<file path="src/rtl/bus_rr_sched_pkg.sv">
// Shared types and helpers for the round-robin packet bus scheduler.
// Widths are capped at 16 drivers and a 16-bit destination field.
package bus_rr_sched_pkg;

    localparam int MAX_DRVRS = 16;
    localparam int MAX_ID_W  = 16;

    localparam int          ID_W_DEF      = 8;
    localparam logic [7:0]  BROADCAST_DEF = 8'hFF;

    typedef enum logic [1:0] {
        IDLE = 2'd0,
        POP  = 2'd1,
        PUSH = 2'd2
    } state_t;

    typedef struct packed {
        logic [MAX_DRVRS-1:0] mask;
        logic                 drop;
    } dest_t;

    // Broadcast goes to every driver but the source; unknown IDs are dropped.
    function automatic dest_t dest_decode(input logic [MAX_ID_W-1:0] dest,
                                          input logic [MAX_ID_W-1:0] bcast,
                                          input int                  drvrs,
                                          input int                  src);
        dest_t res;
        res = '0;
        if (dest == bcast) begin
            for (int i = 0; i < MAX_DRVRS; i++)
                if (i < drvrs && i != src) res.mask[i] = 1'b1;
        end else if (32'(dest) < drvrs) begin
            res.mask[dest[3:0]] = 1'b1;
        end else begin
            res.drop = 1'b1;
        end
        return res;
    endfunction

endpackage

</file>
<file path="src/rtl/bus_rr_sched_rr_pick.sv">
// Combinational round-robin picker: first requester above 'last', with wrap.
module rr_pick #(
    parameter int DRVRS = 4
) (
    input  logic [DRVRS-1:0]         req,
    input  logic [$clog2(DRVRS)-1:0] last,
    output logic [$clog2(DRVRS)-1:0] gnt_id,
    output logic                     any_req
);
    localparam int GW = $clog2(DRVRS);

    always_comb begin
        // NOTE: every combinational output gets a default first so no latch is inferred.
        gnt_id = '0;
        for (int off = DRVRS; off >= 1; off--) begin
            // Scanning downward lets the nearest requester win by overwriting.
            if (req[(int'(last) + off) % DRVRS])
                gnt_id = GW'((int'(last) + off) % DRVRS);
        end
        any_req = |req;
    end

endmodule

</file>
<file path="src/rtl/bus_rr_sched.sv">
// Round-robin transfer scheduler for the shared packet bus (IDLE -> POP -> PUSH).
// Define BUS_RR_SCHED_STATS_EN to build the pkt_cnt/drop_cnt statistics counters.
module bus_rr_sched
    import bus_rr_sched_pkg::*;
#(
    parameter int                DRVRS     = 4,
    parameter int                PCKG_SZ   = 16,
    parameter int                ID_W      = ID_W_DEF,
    parameter logic [ID_W-1:0]   BROADCAST = ID_W'(BROADCAST_DEF)
) (
    input  logic                       clk,
    input  logic                       reset,
    input  logic [DRVRS-1:0]           pndng,
    input  logic [DRVRS*PCKG_SZ-1:0]   D_pop,
    output logic [DRVRS-1:0]           pop,
    output logic [DRVRS-1:0]           push,
    output logic [PCKG_SZ-1:0]         D_push,
    output logic                       busy,
    output logic [$clog2(DRVRS)-1:0]   grant_id,
    output logic                       drop_err,
    output logic [31:0]                pkt_cnt,
    output logic [15:0]                drop_cnt
);
    localparam int GW = $clog2(DRVRS);

    state_t             state;
    logic [GW-1:0]      last_grant;
    logic [GW-1:0]      pick_id;
    logic               any_req;
    logic [PCKG_SZ-1:0] head;
    dest_t              dec;
    logic               unused_mask;

    rr_pick #(.DRVRS(DRVRS)) u_pick (
        .req     (pndng),
        .last    (last_grant),
        .gnt_id  (pick_id),
        .any_req (any_req)
    );

    always_comb begin
        head = D_pop[int'(grant_id)*PCKG_SZ +: PCKG_SZ];
        dec  = dest_decode(MAX_ID_W'(head[PCKG_SZ-1 -: ID_W]), MAX_ID_W'(BROADCAST),
                           DRVRS, int'(grant_id));
    end

    assign unused_mask = ^dec.mask;

    always_ff @(posedge clk) begin
        // NOTE: all state updates use non-blocking assignments so every register samples pre-edge values.
        if (reset) begin
            state      <= IDLE;
            pop        <= '0;
            push       <= '0;
            D_push     <= '0;
            busy       <= 1'b0;
            grant_id   <= '0;
            drop_err   <= 1'b0;
            last_grant <= GW'(DRVRS - 1);
        end else begin
            case (state)
                IDLE: begin
                    push     <= '0;
                    drop_err <= 1'b0;
                    if (any_req) begin
                        grant_id <= pick_id;
                        pop      <= DRVRS'(1) << pick_id;
                        busy     <= 1'b1;
                        state    <= POP;
                    end
                end
                POP: begin
                    // The head word is captured on the same edge that ends the pop strobe.
                    pop      <= '0;
                    D_push   <= head;
                    push     <= dec.mask[DRVRS-1:0];
                    drop_err <= dec.drop;
                    state    <= PUSH;
                end
                PUSH: begin
                    push       <= '0;
                    drop_err   <= 1'b0;
                    busy       <= 1'b0;
                    last_grant <= grant_id;
                    state      <= IDLE;
                end
                default: state <= IDLE;
            endcase
        end
    end

`ifdef BUS_RR_SCHED_STATS_EN
    always_ff @(posedge clk) begin
        if (reset) begin
            pkt_cnt  <= '0;
            drop_cnt <= '0;
        end else if (state == PUSH) begin
            if (push != '0)                       pkt_cnt  <= pkt_cnt + 32'd1;
            if (drop_err && drop_cnt != 16'hFFFF) drop_cnt <= drop_cnt + 16'd1;
        end
    end
`else
    assign pkt_cnt  = '0;
    assign drop_cnt = '0;
`endif

endmodule

</file>
<file path="config.mk">
export PLATFORM = sky130hd
export DESIGN_NAME = bus_rr_sched
export DESIGN_NICKNAME = d
export VERILOG_FILES = /design/src/rtl/bus_rr_sched_pkg.sv /design/src/rtl/bus_rr_sched_rr_pick.sv /design/src/rtl/bus_rr_sched.sv
export SDC_FILE = /design/constraint.sdc
export NUM_CORES = 1
export LEC_CHECK = 0
export BUFFER_PORTS_ARGS = -buffer_cell sky130_fd_sc_hd__buf_4
export CAP_MARGIN = 20
export CORE_MARGIN = 4
export CORE_UTILIZATION = 42
export DETAILED_ROUTE_END_ITERATION = 10
export PLACE_DENSITY_LB_ADDON = 0.25
export SLEW_MARGIN = 10
export SYNTH_ARGS = -nofsm -noshare
export SYNTH_HDL_FRONTEND = slang
export SYNTH_HIERARCHICAL = 1
export SYNTH_SLANG_ARGS = --single-unit
</file>
<file path="constraint.sdc">
create_clock -name clk -period 2.7 [get_ports clk]
set_clock_uncertainty 0.2 [all_clocks]
set_input_delay 0.81 -clock clk [delete_from_list [all_inputs] [get_ports clk]]
set_output_delay 0.81 -clock clk [all_outputs]
set_load 0.01 [all_outputs]
</file>
---- After elaboration in Yosys (flattened, before gate mapping) ----
Cells that the tools add are included.
word-level totals
  logic and storage cells ................. 81
  bits of input ports ..................... 70
  output and inout bits ................... 76
  flip-flop bits (word level) ............. 32
operators by class
  reduce and logical (&&, ||, !) cells .... 15
  magnitude comparators ................... 7
  add/sub/neg operators ................... 4
  multiplexer cells ....................... 34
  equality and inequality tests ........... 7
  shift-type cells ........................ 2
  bitwise gates (word level) .............. 4
operators by type and width
  cell                 number
  $shiftx 64x7->16     1
  $lt 3x4->1 const B   4
  $mux 1               16
  $pmux 4 s2           2
  $mux 4               3
  $mux 2               5
  $reduce_or 2->1      5
  $bmux 1 s2           4
  $eq 8x8->1 const B   1
  $lt 8x3->1 const B   1
  $reduce_bool 2->1    4
  $reduce_and 2->1     3
  $lt 4x5->1 const B   1
  $add 2x1->2 const B  2
  $add 2x2->2 const B  2
  $and 1x1->1 const A  4
  $demux 1 s4          1
  $ge 4x1->1 const B   1
  $ne 2x2->1 const A   2
  $pmux 1 s2           2
  $pmux 2 s2           1
  $reduce_or 4->1      1
  $shl 1x2->4 const A  1
  $eq 2x1->1 const B   1
  5 further kinds      5

---- Logic depth before layout (Yosys ltp) ----
  depth in word-level cells ............... 13
  depth in mapped cells ................... 7
  depth with buffers taken out ............ 6

---- Cells and area by module ----
Netlist, hierarchy kept.
modules (own cells, without submodules)
  module        cells each  instances  area an instance (um2)
  bus_rr_sched  220         1          2029.4
  rr_pick       14          1          91.3

---- Worst setup path after synthesis ----
OpenSTA, ideal clock, no wires.
  path type ............................... input-to-reg
  start point ............................. input port D_pop[28]
  end point ............................... register drop_err
  arrival time ............................ 1986 ps
  cell stages on the path ................. 4
  slack ................................... 393 ps
  library setup time ...................... 122 ps
  cells stage by stage .................... mux4_1 nor4_4 a221o_1 a21oi_1
on the way
  longest elaborated chain between the ends .. 5
RTL lines
  what                  line                    source
  start, declared       bus_rr_sched.sv:14      input logic [DRVRS*PCKG_SZ-1:0] D_pop,
  $shiftx 64x7->16 *    bus_rr_sched.sv:42      head = D_pop[int'(grant_id)*PCKG_SZ +: PCKG_SZ];
  $lt 8x3->1            bus_rr_sched_pkg.sv:32  end else if (32'(dest) < drvrs) begin
  $mux 1                bus_rr_sched_pkg.sv:32
  $mux 1 *              bus_rr_sched_pkg.sv:29  if (dest == bcast) begin
  $pmux 1 s2 *          bus_rr_sched.sv:61      case (state)
  end signal, assigned  bus_rr_sched.sv:77      drop_err <= dec.drop;
  end, declared         bus_rr_sched.sv:20      output logic drop_err,
Mark *: on every way between the ends. The rest lies on a longest branch, timed or not.
A chain may end at the register's enable or synchronous reset.

---- Final worst setup path ----
  start point ............................. register grant_id[0]
  end point ............................... register drop_err
on the way
  longest elaborated chain between the ends .. 5
RTL lines
  what                    line                    source
  start, declared         bus_rr_sched.sv:19      output logic [$clog2(DRVRS)-1:0] grant_id,
  start signal, assigned  bus_rr_sched.sv:66      grant_id <= pick_id;
  $shiftx 64x7->16 *      bus_rr_sched.sv:42
  $lt 8x3->1              bus_rr_sched_pkg.sv:32
  $mux 1                  bus_rr_sched_pkg.sv:32
  $mux 1 *                bus_rr_sched_pkg.sv:29
  $pmux 1 s2 *            bus_rr_sched.sv:61
Marks and branches as above.

==> flow_summary.ini <==
[run_status]
status = finished, final reports clean

[floorplan]
row_count = 25
initial_core_util = 0.440
pin_count = 146
core_mm2 = 0.00482
die_h_um = 79.1
die_x_um = 79.1
dieArea_mm2 = 0.00625

[grt]
antenna_found_initial = 0
grt_pass1_vias = 1863
grt_start_max_net_pins = 28
grt_usage = 0.179
gr-total-overflow = 0
grt_pass1_wl_mm = 8.74

[yosys]
postSynthCellCount = 234
synth.area.top_cells = dfxtp_1 (30%), buf_4 (17%), mux4_2 (9.6%)
ys_seq_elements = 32
synth_edf_count = 0
synthMuxAreaShare = 0.196
synth_fa_ha_area_frac = 0
synth_area_leader_cell = dfxtp_1
synth_top_family_by_area = buffers and inverters
synth-xor-area-share = 0
synth-simple-area-share = 0.181
postSynth.asyncResetShare = 0
syn_area_per_cell_um2 = 9.06
synthDistinctLibCells = 37
yosysWarnings = 6
synth_compound_area_frac = 0.116
synth_top_area_frac = 0.302
syn-cell-area_mm2 = 0.00212
yosysSeqAreaShare = 0.302
synthFlopType = dfxtp_1

[cts]
cts_setup_buffers = 0
cts-root-buf = clkbuf_8
holdBufCountCts = 0
clock-sinks = 32
cts_tree = yes
htree_levels = 2
cts.clk_slew.worst_paths_ns = 0.06
clockBufferDepth = 2
insertion_delay_ns = 0.28
cts_buffers = 5
cts_resized = 0

[critical_path]
worst-path-max-fanout = 15
cp-start-kind = register
crit_arrival_ns = 2.29
worstPathRequired_ns = 2.71
path_class = register to register
worstSetupEndpointType = register

[sta]
finalSetupTns_ns = 0
relSlewSlack = 0.525
tightest_slew_ns = 0.711
worst_slack_ns = 0.422
hold_viol = 0
setup_viol = 0
post-route-min-period_ns = 2.28
max_freq_mhz = 439
rsz0062_at_grt = no
min_period_over_period = 0.844
finalMaxSlewViolations = 0

[final_layout]
n_antenna_cell = 0
fillCellCount = 440
area_delta_synth_final_pct = 32.5
mostFrequentLayoutCell = buf_4
nets = 400
final_cell_mix = buf_4 (102), conb_1 (48), nand2_1 (40)
fin_util = 0.583
multi_input_area_mm2 = 0.00123
drive_above_1_share = 0.376
regArea_um2 = 641
fin_cells = 397

[power]
p_per_area_mw_per_mm2 = 453
p_leak_nw = 1.28
ir_drop_mv = 0.223
total_power_mw = 1.27

[drt]
ant_nets = 0
dr_wl_met2_mm = 2.80
drtPass1Iterations = 4
vias = 1866
drc = 0
wirelength_mm = 5.44
vias_per_cell = 4.70
routed-wl-met3_um = 587
top_layer = met4
wl_per_cell_um = 13.7
first_iter_violations = 102
wl_met1_mm = 1.98

[placement]
dp_cells = 390
port_buffers = 97
dp_hpwl_mm = 4.49
dp_slack_ns = 0.160
routabilityCongestion = 0.897

[job]
maxCapViolCount = 0

[hold_path]
hold_class = register to register
## cell type report
class | count | share of cell area
clock inverter | 1 | 0.00178
timing repair buffer | 102 | 0.272
multi-input combinational | 185 | 0.437
clock buffer | 6 | 0.0258
inverter | 4 | 0.00534
sequential | 32 | 0.228
tap | 67 | 0.0298
## metal layers
metal | vias to the layer above | track usage
met4 | 0 | 0.0619
met1 | 843 | 0.201
met3 | 5 | 0.0635
li1 | 918 | -
met5 | - | 0
met2 | 100 | 0.312
## worst paths after layout
kind	start	endpoint	slack, ns	cells past startpoint
setup reg to reg	grant_id[0]	drop_err	0.42	5
hold reg to reg	D_push[2]	D_push[2]	0.26	2
setup / recovery	grant_id[0]	drop_err	0.42	5
hold / removal	D_push[2]	D_push[2]	0.26	2
## kinds of logic (layout without fill, tap and decap cells)
group                  count (synthesis)  in the layout
and+or+nand+nor                       78             78
AOI/OAI and AO/OA                     40             40
other                                  1             48
buffers and inverters                 64            113
DFF                                   32             32
muxes                                 19             19
## critical path, cell delays in order, from the launching register on
cell     delay (ns)
dfxtp_1        0.42
buf_4          0.30
mux4_2         0.61
and4_4         0.25
a221o_1        0.29
a21oi_1        0.14
## cell usage after synthesis (3+ instances only)
library cell	count
a31oi_1	6
nand3_1	4
clkbuf_1	10
buf_4	48
nand2_1	40
o22ai_1	3
inv_1	4
mux4_2	9
nor2_1	13
mux4_1	7
mux2i_1	3
a21oi_1	21
dfxtp_1	32
nand2b_1	4
## registers in the layout, summed over array words and instances, names as in the netlist
| register | cells |
|---|---|
| push | 4 |
| drop_err | 1 |
| busy | 1 |
| state | 2 |
| pop | 4 |
| grant_id | 2 |
| last_grant | 2 |
| D_push | 16 |
## per-stage QoR
stage	cell area, um2	hold WS (ns)
3_3_place_gp	2730	0.245
3_5_place_dp	2730	0.250
4_1_cts	2810	0.260
5_1_grt	2810	0.278
6_report	2810	0.261
2_1_floorplan	2300	0.281
## where the power goes
part	switching (mW)	internal, mW	total (mW)
clock network	0.168	0.175	0.343
logic	0.194	0.200	0.394
registers	0.0280	0.507	0.535
Power figures use the tool's default switching activity.
